`config.mk`:
```
export PLATFORM = sky130hd
export DESIGN_NAME = exu_wb_stage
export DESIGN_NICKNAME = d
export VERILOG_FILES = /design/src/rtl/exu_pkg.sv /design/src/rtl/exu_skid_buf.sv /design/src/rtl/exu_wb_stage.sv
export SDC_FILE = /design/constraint.sdc
export NUM_CORES = 1
export LEC_CHECK = 0
export BUFFER_PORTS_ARGS = -buffer_cell sky130_fd_sc_hd__buf_2
export CORE_MARGIN = 1.5
export CORE_UTILIZATION = 51
export CTS_CLUSTER_SIZE = 25
export DETAILED_ROUTE_END_ITERATION = 12
export PLACE_DENSITY_LB_ADDON = 0.2
export REMOVE_ABC_BUFFERS = 1
export SLEW_MARGIN = 0
export SYNTH_ARGS = -nofsm -noshare
export SYNTH_HDL_FRONTEND = slang
export SYNTH_SLANG_ARGS = --single-unit
```
`constraint.sdc`:
```
create_clock -name clk -period 2.2 [get_ports clk]
set_input_delay 0.22 -clock clk [delete_from_list [all_inputs] [get_ports clk]]
set_output_delay 0.22 -clock clk [all_outputs]
set_load 0.005 [all_outputs]
```
`src/rtl/exu_pkg.sv`:
```
// exu_pkg: shared types for the execute-to-writeback stage.
// Branch class encoding, payload bundle, branch-resolution helper.
package exu_pkg;

  localparam int BR_WIDTH = 3;
  localparam int XLEN     = 32;
  localparam int REGW     = 5;

  typedef enum logic [BR_WIDTH-1:0] {
    BR_NONE = 3'd0,
    BR_EQ   = 3'd1,
    BR_NE   = 3'd2,
    BR_LT   = 3'd3,
    BR_GE   = 3'd4,
    BR_JAL  = 3'd5,
    BR_JALR = 3'd6,
    BR_RSVD = 3'd7
  } br_type_e;

  typedef struct packed {
    logic [REGW-1:0] rd;
    logic            wen;
    logic [XLEN-1:0] wdata;
    logic            redirect;
    logic [XLEN-1:0] redirect_pc;
  } exu_wb_payload_t;

  // EQ/NE look at a SUB result, LT/GE at an SLT(U) result.
  function automatic logic br_taken(
    input br_type_e br,
    input logic     zero,
    input logic     lsb
  );
    logic t;
    t = 1'b0;
    unique case (1'b1)
      (br == BR_EQ):   t = zero;
      (br == BR_NE):   t = ~zero;
      (br == BR_LT):   t = lsb;
      (br == BR_GE):   t = ~lsb;
      (br == BR_JAL),
      (br == BR_JALR): t = 1'b1;
      default:         t = 1'b0;
    endcase
    return t;
  endfunction

endpackage

```
`src/rtl/exu_skid_buf.sv`:
```
// exu_skid_buf: 2-entry valid/ready skid buffer, in_ready_o from a flop.
// Ports: flush_i, in_valid_i/in_ready_o/in_data_i, out_valid_o/out_ready_i/out_data_o;
// skid_valid_o/skid_data_o only when EXU_WB_FWD_EN is defined.
module exu_skid_buf #(
  parameter int WIDTH = 8
) (
  input  logic             clk,
  input  logic             rst_n,
  input  logic             flush_i,
  input  logic             in_valid_i,
  output logic             in_ready_o,
  input  logic [WIDTH-1:0] in_data_i,
  output logic             out_valid_o,
  input  logic             out_ready_i,
  output logic [WIDTH-1:0] out_data_o
`ifdef EXU_WB_FWD_EN
  ,
  output logic             skid_valid_o,
  output logic [WIDTH-1:0] skid_data_o
`endif
);

  // Encoding is {main_valid, skid_valid} so both handshake
  // outputs come straight off state bits.
  typedef enum logic [1:0] {
    S_EMPTY = 2'b00,
    S_ONE   = 2'b10,
    S_FULL  = 2'b11
  } state_e;

  state_e           state_q, state_d;
  logic [WIDTH-1:0] main_q, main_d;
  logic [WIDTH-1:0] skid_q, skid_d;
  logic             in_fire, out_fire;

  assign in_ready_o  = ~state_q[0];
  assign out_valid_o = state_q[1];
  assign out_data_o  = main_q;

  assign in_fire  = in_valid_i & in_ready_o & ~flush_i;
  assign out_fire = out_valid_o & out_ready_i;

`ifdef EXU_WB_FWD_EN
  assign skid_valid_o = state_q[0];
  assign skid_data_o  = skid_q;
`endif

  always_comb begin
    state_d = state_q;
    main_d  = main_q;
    skid_d  = skid_q;
    if (flush_i) begin
      state_d = S_EMPTY;
    end else begin
      unique case (state_q)
        S_EMPTY: begin
          if (in_fire) begin
            main_d  = in_data_i;
            state_d = S_ONE;
          end
        end
        S_ONE: begin
          if (in_fire && out_fire) begin
            main_d = in_data_i;
          end else if (in_fire) begin
            skid_d  = in_data_i;
            state_d = S_FULL;
          end else if (out_fire) begin
            state_d = S_EMPTY;
          end
        end
        S_FULL: begin
          if (out_fire) begin
            main_d  = skid_q;
            state_d = S_ONE;
          end
        end
        default: state_d = S_EMPTY;
      endcase
    end
  end

  always_ff @(posedge clk or negedge rst_n) begin
    if (!rst_n) begin
      state_q <= S_EMPTY;
      main_q  <= '0;
      skid_q  <= '0;
    end else begin
      state_q <= state_d;
      main_q  <= main_d;
      skid_q  <= skid_d;
    end
  end

endmodule

```
`src/rtl/exu_wb_stage.sv`:
```
// exu_wb_stage: resolves branch/jump from the ALU result, forms wb data
// and redirect, buffers it in a 2-entry skid buffer.
// Ports: in_* (valid/ready + ALU result and metadata), flush,
// out_* (valid/ready + rd/wen/wdata/redirect).
// Macro EXU_WB_FWD_EN adds fwd0_*/fwd1_* bypass outputs.
module exu_wb_stage
  import exu_pkg::*;
#(
  parameter int DWIDTH = XLEN,
  parameter int RWIDTH = REGW
) (
  input  logic                clk,
  input  logic                rst_n,
  input  logic                in_valid,
  output logic                in_ready,
  input  logic [DWIDTH-1:0]   in_alu_out,
  input  logic [DWIDTH-1:0]   in_pc,
  input  logic [DWIDTH-1:0]   in_imm,
  input  logic [RWIDTH-1:0]   in_rd,
  input  logic                in_rd_wen,
  input  logic [BR_WIDTH-1:0] in_br_type,
  input  logic                flush,
  output logic                out_valid,
  input  logic                out_ready,
  output logic [RWIDTH-1:0]   out_rd,
  output logic                out_wen,
  output logic [DWIDTH-1:0]   out_wdata,
  output logic                out_redirect,
  output logic [DWIDTH-1:0]   out_redirect_pc
`ifdef EXU_WB_FWD_EN
  ,
  output logic                fwd0_valid,
  output logic [RWIDTH-1:0]   fwd0_rd,
  output logic [DWIDTH-1:0]   fwd0_data,
  output logic                fwd1_valid,
  output logic [RWIDTH-1:0]   fwd1_rd,
  output logic [DWIDTH-1:0]   fwd1_data
`endif
);

  localparam int PW = $bits(exu_wb_payload_t);

  br_type_e        br;
  logic            is_jmp;
  logic            taken;
  logic [DWIDTH-1:0] pc_inc;
  logic [DWIDTH-1:0] br_tgt;
  logic [DWIDTH-1:0] jalr_tgt;
  exu_wb_payload_t pl_in;
  exu_wb_payload_t pl_out;

  assign br       = br_type_e'(in_br_type);
  assign is_jmp   = (br == BR_JAL) | (br == BR_JALR);
  assign taken    = br_taken(br, in_alu_out == '0, in_alu_out[0]);
  assign pc_inc   = in_pc + DWIDTH'(4);
  assign br_tgt   = in_pc + in_imm;
  assign jalr_tgt = {in_alu_out[DWIDTH-1:1], 1'b0};

  always_comb begin
    pl_in             = '0;
    pl_in.rd          = in_rd;
    pl_in.wen         = in_rd_wen & (in_rd != '0);
    pl_in.wdata       = is_jmp ? pc_inc : in_alu_out;
    pl_in.redirect    = taken;
    pl_in.redirect_pc = (br == BR_JALR) ? jalr_tgt : br_tgt;
  end

`ifdef EXU_WB_FWD_EN
  logic            skid_valid;
  exu_wb_payload_t skid_pl;
`endif

  exu_skid_buf #(
    .WIDTH (PW)
  ) u_buf (
    .clk         (clk),
    .rst_n       (rst_n),
    .flush_i     (flush),
    .in_valid_i  (in_valid),
    .in_ready_o  (in_ready),
    .in_data_i   (pl_in),
    .out_valid_o (out_valid),
    .out_ready_i (out_ready),
    .out_data_o  (pl_out)
`ifdef EXU_WB_FWD_EN
    ,
    .skid_valid_o (skid_valid),
    .skid_data_o  (skid_pl)
`endif
  );

  assign out_rd          = pl_out.rd;
  assign out_wen         = pl_out.wen;
  assign out_wdata       = pl_out.wdata;
  assign out_redirect    = pl_out.redirect;
  assign out_redirect_pc = pl_out.redirect_pc;

`ifdef EXU_WB_FWD_EN
  assign fwd0_valid = out_valid & pl_out.wen;
  assign fwd0_rd    = pl_out.rd;
  assign fwd0_data  = pl_out.wdata;
  assign fwd1_valid = skid_valid & skid_pl.wen;
  assign fwd1_rd    = skid_pl.rd;
  assign fwd1_data  = skid_pl.wdata;
`endif

endmodule

```
## After elaboration in Yosys (flattened, before gate mapping)

Index checks and enable logic that the tools add are counted.

| cells by class | value |
|---|---|
| add/sub/neg operators | 2 |
| equal/unequal tests | 15 |
| muxes and demuxes | 14 |
| bitwise operators | 10 |
| reductions and logical operators | 9 |

Operator list:

| kind | count |
|---|---|
| two-way mux 71 bit | 3 |
| case mux 71 bit (3 select lines) | 1 |
| two-way mux 32 bit | 2 |
| adder 32 x 3 -> 32 bit (second input constant) | 1 |
| adder 32 bit | 1 |
| zero test 32 bit | 1 |
| two-way mux 2 bit | 6 |
| == test 3 bit (second input constant) | 3 |
| AND reduction 4 bit | 2 |
| == test 3 x 2 -> 1 bit (second input constant) | 2 |
| != test 2 x 1 -> 1 bit (second input constant) | 3 |
| != test 3 x 2 -> 1 bit (second input constant) | 2 |
| case mux 2 bit (3 select lines) | 1 |
| inverter 1 bit | 5 |
| case mux 1 bit (5 select lines) | 1 |
| AND reduction 5 bit | 1 |
| nonzero test 5 bit | 1 |
| AND 1 bit | 4 |
| == test 2 bit (second input constant) | 2 |
| != test 4 x 2 -> 1 bit (second input constant) | 1 |
| == test 3 x 1 -> 1 bit (second input constant) | 1 |
| != test 3 bit (second input constant) | 1 |
| nonzero test 3 bit | 1 |
| zero test 2 bit | 1 |
| 3 further kinds | 3 |

| storage, ports and cells | value |
|---|---|
| register bits | 144 |
| bits of input ports | 110 |

## Logic depth before layout (Yosys ltp)

Gate-level depths: netlist of run 1.

| depth | value |
|---|---|
| word-level depth | 7 |
| mapped depth | 10 |

## Modules after synthesis

Synthesis of run 1 repeated with hierarchy kept, for this count alone.

| second synthesis, totals | value |
|---|---|
| cells, all modules | 976 |
| area total of the unflattened synthesis | 9506.6 um2 |

By module, submodules not included:

| module | instances | cells each | area an instance (um2) |
|---|---|---|---|
| exu_skid_buf | 1 | 482 | 6431.2 |
| exu_wb_stage | 1 | 494 | 3075.4 |

## Worst setup path after synthesis of run 1

Ideal clock, no wire load.

| timing path | value |
|---|---|
| path type | in2reg |
| start point | in in_pc[0] |
| end point | reg u_buf.main_q[26] (netlist: u_buf.out_data_o[26]) |
| setup time | 0.082 ns |
| arrival | 2.611 ns |
| required time | 2.118 ns |
| path slack | -0.493 ns |
| stages | 10 |
| path buffers | 0 |
| path through | ha_1 -> fa_1 -> a211oi_2 -> or4_1 -> o211ai_2 -> a31o_4 -> a2111oi_4 -> nor3_1 -> or3b_1 -> a31oi_1 |

| on the way | value |
|---|---|
| word-level cells in the longest chain between the ends | 4 |
| elaborated cells between the ends (all ways) | 5 |
| classes of those cells | add/sub: 1; mux: 4 |

Ends and longest elaborated chain:

| what | line | source |
|---|---|---|
| start, declared | exu_wb_stage.sv:17 | `input logic [DWIDTH-1:0] in_pc,` |
| adder 32 bit * | exu_wb_stage.sv:56 | `assign br_tgt = in_pc + in_imm;` |
| two-way mux 32 bit * | exu_wb_stage.sv:65 | `pl_in.redirect_pc = (br == BR_JALR) ? jalr_tgt : br_tgt;` |
| two-way mux 71 bit, on equally long branches | exu_skid_buf.sv:63, exu_skid_buf.sv:57 |  |
| case mux 71 bit (3 select lines) * | exu_skid_buf.sv:55 | `unique case (state_q)` |
| end signal, assigned | exu_skid_buf.sv:90 | `main_q <= main_d;` |
| end, declared | exu_skid_buf.sv:32 | `logic [WIDTH-1:0] main_q, main_d;` |

Mark *: on every way between the ends. The rest lies on a longest branch, timed or not. The select of a mux whose other input is x is not followed.
A chain may end at the register's enable or synchronous reset.

## Worst setup path after layout of run 1

| timing path | value |
|---|---|
| start point | in in_pc[10] |
| end point | reg u_buf.main_q[26] (netlist: u_buf.out_data_o[26]) |

Same word-level chain as after synthesis.

==> impl_summary.md, run 1 <==
Synthesis
The synthesized area per cell is 8.243 um^2. In the synthesized netlist the async set-or-reset flop fraction comes to 1.000. The dominant cell by count in the synthesized netlist is sky130_fd_sc_hd__nand2_1. The synthesized design spends more area on one cell type than any other, namely sky130_fd_sc_hd__dfrtp_1.

The number of instances in the synthesized netlist is between 1000 and 1500. The cell area after synthesis is about 0.0091 mm^2. The share of the yosys chip area belonging to registers is 0.3956. By count the netlist is led by sky130_fd_sc_hd__nand2_1, sky130_fd_sc_hd__o21ai_0, sky130_fd_sc_hd__dfrtp_1.

The synthesized design contains between 100 and 150 register bits. Sorting the synthesized cells by area gives the leading types as sky130_fd_sc_hd__dfrtp_1, sky130_fd_sc_hd__nand2_1, sky130_fd_sc_hd__o21ai_0. The most frequently used flop master after synthesis is sky130_fd_sc_hd__dfrtp_1. The number of distinct library cells after synthesis is between 60 and 70. In this run, synthesis inferred 0 flip-flops with an integrated enable.

The count of yosys warnings during synthesis is 0. The area share of the leading cell type in the synthesized netlist is 0.3956.

Die
The die is about 140 um tall. The area of the die is 0.01867 mm^2. The core region area is 0.01736 mm^2. The top-level I/O count is approximately 180. The initial utilization of the core area, before any placement, comes to 0.5248. The number of placement rows is 48. The horizontal die dimension is about 140 um.

STA
The final hold violation count is 0. For the finished layout, the period the worst path requires is 2259 ps. Setup repair after global routing could not meet its margin everywhere. The tightest hold path in the finished design has a slack of 9.865 ps.

The top achievable clock speed is between 400 and 500 MHz. The number of setup violations in the final report is 6. The worst slew slack as a fraction of its limit is 0.6208.

The max-slew violation count was 0. After layout, the worst setup slack is -59.12 ps. The final clock skew is ~9.4 ps. The share of the clock period used by the worst path after layout is 1.027.

The slew at the pin closest to its max-slew limit is approximately 570 ps.

Clock tree
CTS built an H-tree with a depth of 4. Clock tree synthesis selected as its root buffer the cell sky130_fd_sc_hd__clkbuf_16. The clock tree from TritonCTS is yes. The maximum count of clock buffers along a single path is 2.

Clock latency on the worst-skew pair, taken at its later pin, is 430 ps. CTS saw around 140 sinks. After clock tree synthesis, the clock-pin slew on the worst setup and hold paths is around 70 ps. Counting the buffers created by CTS gives 17.

Place
At the end of routability-driven placement, the weighted congestion stood at about 0.91. Summing all placed instances gives a cell area of between 0.01 and 0.015 mm^2. During placement, the flow inserted port buffers numbering 182. The HPWL reported at the end of detailed placement is between 15000 and 20000 um.

Global routing
The number of global-route vias before repair is between 8000 and 9000. Entering global routing, the biggest net connects roughly 110 pins. The first global-routing pass estimated around 43000 um of wire. The number of antenna violations at the first check in global routing was 0.

Summed over all layers, the global routing overflow is 0. The overall routing resource usage is 0.2983.

Worst hold path
The worst hold-check path type is primary input to register. The hold-critical path endpoint is u_buf.skid_q[69]. The startpoint identified for the worst hold timing path is in_rd[3]. The worst hold path stage count is 3.

Critical path
The number of cells on the worst reg-to-reg path is 8. The startpoint identified for the worst register-to-register timing path is u_buf.state_q[1]. STA puts the critical path data arrival time at between 2000 and 3000 ps. The setup check on the worst reg-to-reg path leaves a slack of between 150 and 200 ps. The worst setup path is launched from a primary input.

The required time of the critical path is roughly 2600 ps. The critical path in this run is classified as primary input to register. The worst register-to-register path ends at u_buf.out_data_o[21]. Along the worst path, the maximum fanout reaches 3. The kind of end point of the critical path is a register.

Layout
The final layout contains roughly 1600 nets. The share of final-layout standard cells stronger than drive strength 1 is 0.3122. With fillers left out, the area of the finished cells amounts to 0.01237 mm^2. The utilization after layout is 0.7129. The area overhead of the layout relative to synthesis is 35.84%.

Drt
The count of vias placed by the detailed router is 9210. The detailed-route vias per instance is roughly 5.6. The first routing iteration left roughly 620 violations.

The count of antenna-violating nets left after detailed routing is 0. In the routed design, unresolved DRC markers number 0. The final layout contains routed wiring with a total length of between 20000 and 30000 um. Dividing the detail-routed wire length by the instance count gives 16.70 um. For this run, the detailed router's first-pass iteration total came to 6.

Power
The total power is 12.00 mW. The power density of the placed cells is between 900 and 1000 mW/mm^2. The maximum VDD drop is approximately 0.0012 V. The cell leakage power is between 5 and 6 nW.

Outcome
The run finished, with violations left. The final reports fail on setup timing.

Run
Max-cap violations in this run came to 0.
[final cells by class]
| type | instances | area (um^2) |
|---|---|---|
| clock buffers | 18 | 439.2 |
| fillers | 1368 | 4984 |
| inverters | 19 | 71.32 |
| well taps | 225 | 281.5 |
| repair buffers | 344 | 2253 |
| flip-flops and latches | 144 | 3606 |
| multi-input cells | 880 | 5549 |
| clock inverters | 14 | 167.7 |
| diodes | 2 | 5.005 |
[through the flow]
| stage | setup TNS (ps) | worst slack, ps | std cells |
|---|---|---|---|
| 3_3_place_gp | -18640 | -625.3 | 1606 |
| 3_5_place_dp | -20900 | -678.0 | 1606 |
| 5_1_grt | -1217 | -177.0 | 1644 |
| 2_1_floorplan | -277980 | -3117 | 1043 |
| 4_1_cts | -295.2 | -109.6 | 1644 |
| 6_report | -190.5 | -59.12 | 1646 |
[placed cells by master (no fill, tap or decap), types with 19 or more instances in the layout]
cell type / instances
sky130_fd_sc_hd__xnor2_1: 39
sky130_fd_sc_hd__nand3_1: 20
sky130_fd_sc_hd__o21ai_0: 138
sky130_fd_sc_hd__dfrtp_1: 142
sky130_fd_sc_hd__mux2i_1: 43
sky130_fd_sc_hd__and3_1: 22
sky130_fd_sc_hd__ha_1: 26
sky130_fd_sc_hd__a21oi_1: 86
sky130_fd_sc_hd__inv_1: 19
sky130_fd_sc_hd__a21o_1: 20
sky130_fd_sc_hd__nand2_1: 208
sky130_fd_sc_hd__buf_4: 151
sky130_fd_sc_hd__nor2_1: 80
sky130_fd_sc_hd__buf_2: 179
[layer usage]
metal | GRT usage | vias to the layer above | part of all wire
met1 | 0.4102 | 4375 | 0.46
met4 | 0.09279 | 0 | 0.016
met2 | 0.4835 | 288 | 0.48
met5 | 0 | - | 0
li1 | - | 4513 | -
met3 | 0.04667 | 34 | 0.049
[sequential cells by signal, indices dropped and copies added, names as in the netlist]
| signal | count |
|---|---|
| u_buf.out_data_o | 71 |
| u_buf.skid_q | 71 |
| u_buf.state_q | 2 |
[worst max-delay path by stage]
stage / startpoint / end / slack [ps] / cells past startpoint
floorplan: u_buf.state_q[1] / u_buf.out_data_o[29] / -3120 / 6
global placement: in_pc[0] / u_buf.out_data_o[26] / -630 / 11
detailed placement: in_pc[0] / u_buf.out_data_o[26] / -680 / 11
CTS: in_imm[0] / u_buf.out_data_o[26] / -110 / 11
global route: in_imm[14] / u_buf.out_data_o[27] / -180 / 13
finish: in_pc[10] / u_buf.out_data_o[26] / -60 / 12
[what timing repair did]
action	CTS	global route
hold buffers	3	0
pin swaps	17	21
endpoints found under the setup margin	21	36
setup buffers	3	0
resized for setup	25	48
hold endpoints to repair	52	0
[power by group]
part,internal [mW],switching (mW)
sequential,3.89,0.648
clock,1.74,1.29
combinational,2.01,2.43
[cell families (layout without fill, tap and decap cells)]
group                      after synthesis  count (layout)  share of synthesized area
and+or+nand+nor                        412             412                     0.2018
AOI/OAI and AO/OA                      335             335                     0.2174
DFF                                    144             144                     0.3956
buffers and inverters                   81             395                    0.03448
xor gates and xnor gates                50              50                    0.04808
muxes                                   46              46                    0.05096
adders and majority gates               37              37                    0.05165
other                                    0               2                          0
[worst max-delay path: stages]
cell and delay [ps]:
sky130_fd_sc_hd__buf_2 130, sky130_fd_sc_hd__ha_4 280, sky130_fd_sc_hd__nand2_2 70, sky130_fd_sc_hd__buf_4 140, sky130_fd_sc_hd__or4_4 540, sky130_fd_sc_hd__o211ai_4 100, sky130_fd_sc_hd__a31o_4 200, sky130_fd_sc_hd__a2111oi_4 70
sky130_fd_sc_hd__buf_4 160, sky130_fd_sc_hd__o21ai_1 130, sky130_fd_sc_hd__or3b_4 410, sky130_fd_sc_hd__a31oi_4 160
(Power assumes the default switching activity.)
==> inputs of run 2 (changes only) <==
--- a/config.mk
+++ b/config.mk
@@ -10,8 +10,10 @@
 export CORE_UTILIZATION = 51
 export CTS_CLUSTER_SIZE = 25
 export DETAILED_ROUTE_END_ITERATION = 12
+export HOLD_SLACK_MARGIN = 0.05
 export PLACE_DENSITY_LB_ADDON = 0.2
 export REMOVE_ABC_BUFFERS = 1
+export SETUP_SLACK_MARGIN = 0.3
 export SLEW_MARGIN = 0
 export SYNTH_ARGS = -nofsm -noshare
 export SYNTH_HDL_FRONTEND = slang
==> impl_summary.md, run 2 (synthesis gave the netlist of run 1 again) <==
Outcome
The run finished, with violations left. The checks that failed: setup timing.

Die
The number of placement rows is 48 (unchanged). The effective utilization at floorplan is 0.5248 (unchanged). The area of the die came to 0.01867 mm^2 (unchanged). The die height came to 136.6 um (unchanged). The core region area came to 0.01736 mm^2 (unchanged).

The top-level I/O count is 183 (unchanged). The horizontal die dimension is 136.6 um (unchanged).

Global routing
The overall routing resource usage was 0.3208 (+0.02256). The wire length of the first global-routing pass is 46320 um (+6.9%). The number of antenna violations at the first check in global routing is 0 (unchanged). The total grt overflow is 0 (unchanged). The number of global-route vias before repair is 9233 (+5.7%). The maximum number of pins on one net before global-route repair is 114 (unchanged).

Layout
The non-filler instance count after layout is 1690 (+2.7%). The cell area after layout is 0.01356 mm^2 (+9.6%). In the layout the commonest cells are sky130_fd_sc_hd__nand2_1, sky130_fd_sc_hd__buf_2, sky130_fd_sc_hd__buf_4, sky130_fd_sc_hd__dfrtp_1, sky130_fd_sc_hd__o21ai_0. The utilization after layout was 0.7815 (+0.06863). The share of final-layout standard cells stronger than drive strength 1 came to 0.3784 (+0.06622). The number of fill cells in the layout came to 1140 (-17%). Leaving out fill and tap cells, the most frequent cell in the layout is sky130_fd_sc_hd__nand2_1.

The area growth from synthesis to layout is 48.92%. The number of nets at the end of the flow is 1598 (+2.9%).

Critical path
The data arrival time at the worst-slack endpoint came to 2650 ps (+40 ps). On the critical path, the stage with the largest delay is an instance of sky130_fd_sc_hd__or3_4. Counting stages on the worst path, the most repeated cell is sky130_fd_sc_hd__buf_4. The worst setup path is launched from a primary input. The critical path class is primary input to register. STA classifies the critical path endpoint as a register.

The highest fanout seen on the critical path is 2 (-1). The critical path goes through buf_2, ha_4, nand4_1, buf_4, or3_4, a2111oi_4, nor2_2, buf_4, xor2_2, a211oi_2, a21oi_1, o21ai_1. The buffers plus inverters on the worst setup path is 3 (unchanged). The family with the most delay on the worst path is compound AO/OA/AOI/OAI gates. The delay contributed by the slowest stage of the critical path came to 420 ps (-120 ps).

The required time of the critical path is 2550 ps (about the same).

Clock tree
The deepest level of the CTS H-tree is 4 (unchanged). CTS placed an instance of sky130_fd_sc_hd__clkbuf_16 at the clock tree root. The number of clock buffers inserted by TritonCTS is 17 (unchanged).

The clock tree from TritonCTS is yes. The clock net sink count is 144 (unchanged). The maximum count of clock buffers along a single path came to 2 (unchanged).

The register clock-pin slew on the reported worst setup and hold paths is 60 ps (about the same). The clock latency at the later pin of the worst-skew pair was 440 ps (about the same).

Drt
The post-route DRC violation count is 0 (unchanged). The count of antenna-violating nets left after detailed routing is 0 (unchanged). The detailed-route vias per instance came to 5.822 (+4.0%). The wire length after detailed routing was 31950 um (+16%). The count of vias placed by the detailed router is 9839 (+6.8%).

The starting DRC count in detailed routing is 880 (+42%). The first-pass iteration count of the detailed router is 7 (+1). The post-detailed-route wirelength per cell is 18.91 um (+13%).

Power
The share of total power in combinational logic was 0.412 (+0.042). The total power is 12.94 mW (+7.8%). The fraction of power consumed by the clock network was 0.236 (-0.017). The portion of total power attributed to sequential cells is 0.352 (-0.026). The cell leakage power is 6.428 nW (+7.3%). The net switching power is 4.809 mW (+10%). The power density of the placed cells is 954.3 mW/mm^2 (-1.6%).

The proportion of total power due to net switching was 0.3715 (+0.008098). The maximum VDD drop is 0.0009325 V (-24%). The design internal power came to 8.136 mW (+6.5%).

Place
The setup slack after placement is -678.0 ps (unchanged). The cell area after placement is 0.01138 mm^2 (unchanged). The number of buffers added on ports is 182 (unchanged).

The HPWL reported at the end of detailed placement is 19860 um (unchanged). The final weighted congestion in routability-driven placement came to 0.9141 (unchanged). The post-placement cell count is 1606 (unchanged).

STA
The number of setup violations in the final report is 9 (+3). The final clock skew is 9.757 ps (+0.4060 ps). The final hold violation count is 0 (unchanged). The max-slew violation count is 0 (unchanged). The final period demand of the worst path was 2296 ps (+36.85 ps). The setup TNS after final layout is -507.8 ps (-317.3 ps). The slew at the pin closest to its max-slew limit is 620.6 ps (+51.87 ps). The top achievable clock speed is 435.5 MHz (-1.6%). The worst slew slack as a fraction of its limit came to 0.5824 (-0.03839). Setup repair after global routing could not meet its margin everywhere. The minimum setup slack in the final design is -95.97 ps (-36.85 ps). The worst hold-check slack is 105.5 ps (+95.66 ps).

The share of the clock period used by the worst path after layout is 1.044 (+0.01675).

Run
The max-cap check violation count came to 0 (unchanged).

Worst hold path
The worst hold-check path type is primary input to register.
-- run 2: layer usage --
layer  up-vias  part of all wire  track usage
met1      4664              0.41       0.4241
met2       466              0.48       0.5329
li1       4612                 -            -
met4         0             0.035       0.1170
met5         -                 0            0
met3        97             0.068      0.04926
-- run 2: timing repair --
action / in CTS / in global routing
setup buffers: 20 / 21
hold endpoints to repair: 56 / 0
pin swaps: 54 / 78
gates cloned: 1 / 2
endpoints found under the setup margin: 70 / 62
hold buffers: 7 / 0
resized for setup: 160 / 116
-- run 2: cell type report --
| class | instances | area (um^2) | area share |
|---|---|---|---|
| well taps | 225 | 281.5 | 0.02075 |
| multi-input cells | 880 | 6135 | 0.4523 |
| flip-flops and latches | 144 | 3606 | 0.2658 |
| clock inverters | 14 | 167.7 | 0.01236 |
| repair buffers | 389 | 2861 | 0.2110 |
| clock buffers | 18 | 439.2 | 0.03238 |
| inverters | 19 | 71.32 | 0.005258 |
| diodes | 1 | 2.502 | 0.0001845 |
-- run 2: path summary, 6_finish.rpt --
path / endpoint / depth (start not counted) / start / slack [ps]
max: u_buf.out_data_o[14] / 12 / in_pc[5] / -100
min: u_buf.skid_q[29] / 3 / in_alu_out[29] / 110
max reg2reg: u_buf.out_data_o[12] / 7 / u_buf.state_q[1] / 240
min reg2reg: u_buf.skid_q[60] / 2 / u_buf.skid_q[60] / 470
max in group asynchronous: u_buf.out_data_o[26] / 3 / rst_n / 1250
min in group asynchronous: u_buf.state_q[0] / 2 / rst_n / 290
-- run 2: power groups by stage --
stage,Sequential (mW),Clock (mW),Combinational (mW)
2_1_floorplan,4.52,0,2.28
3_3_place_gp,4.51,0,4.13
3_5_place_dp,4.56,0,4.27
4_1_cts,4.51,3.06,4.73
5_1_grt,4.68,3.19,5.91
6_report,4.55,3.06,5.33
-- run 2: worst min-delay path, stage by stage --
cell and delay [ps]:
sky130_fd_sc_hd__buf_2 120, sky130_fd_sc_hd__nand2_1 80, sky130_fd_sc_hd__a31oi_1 80
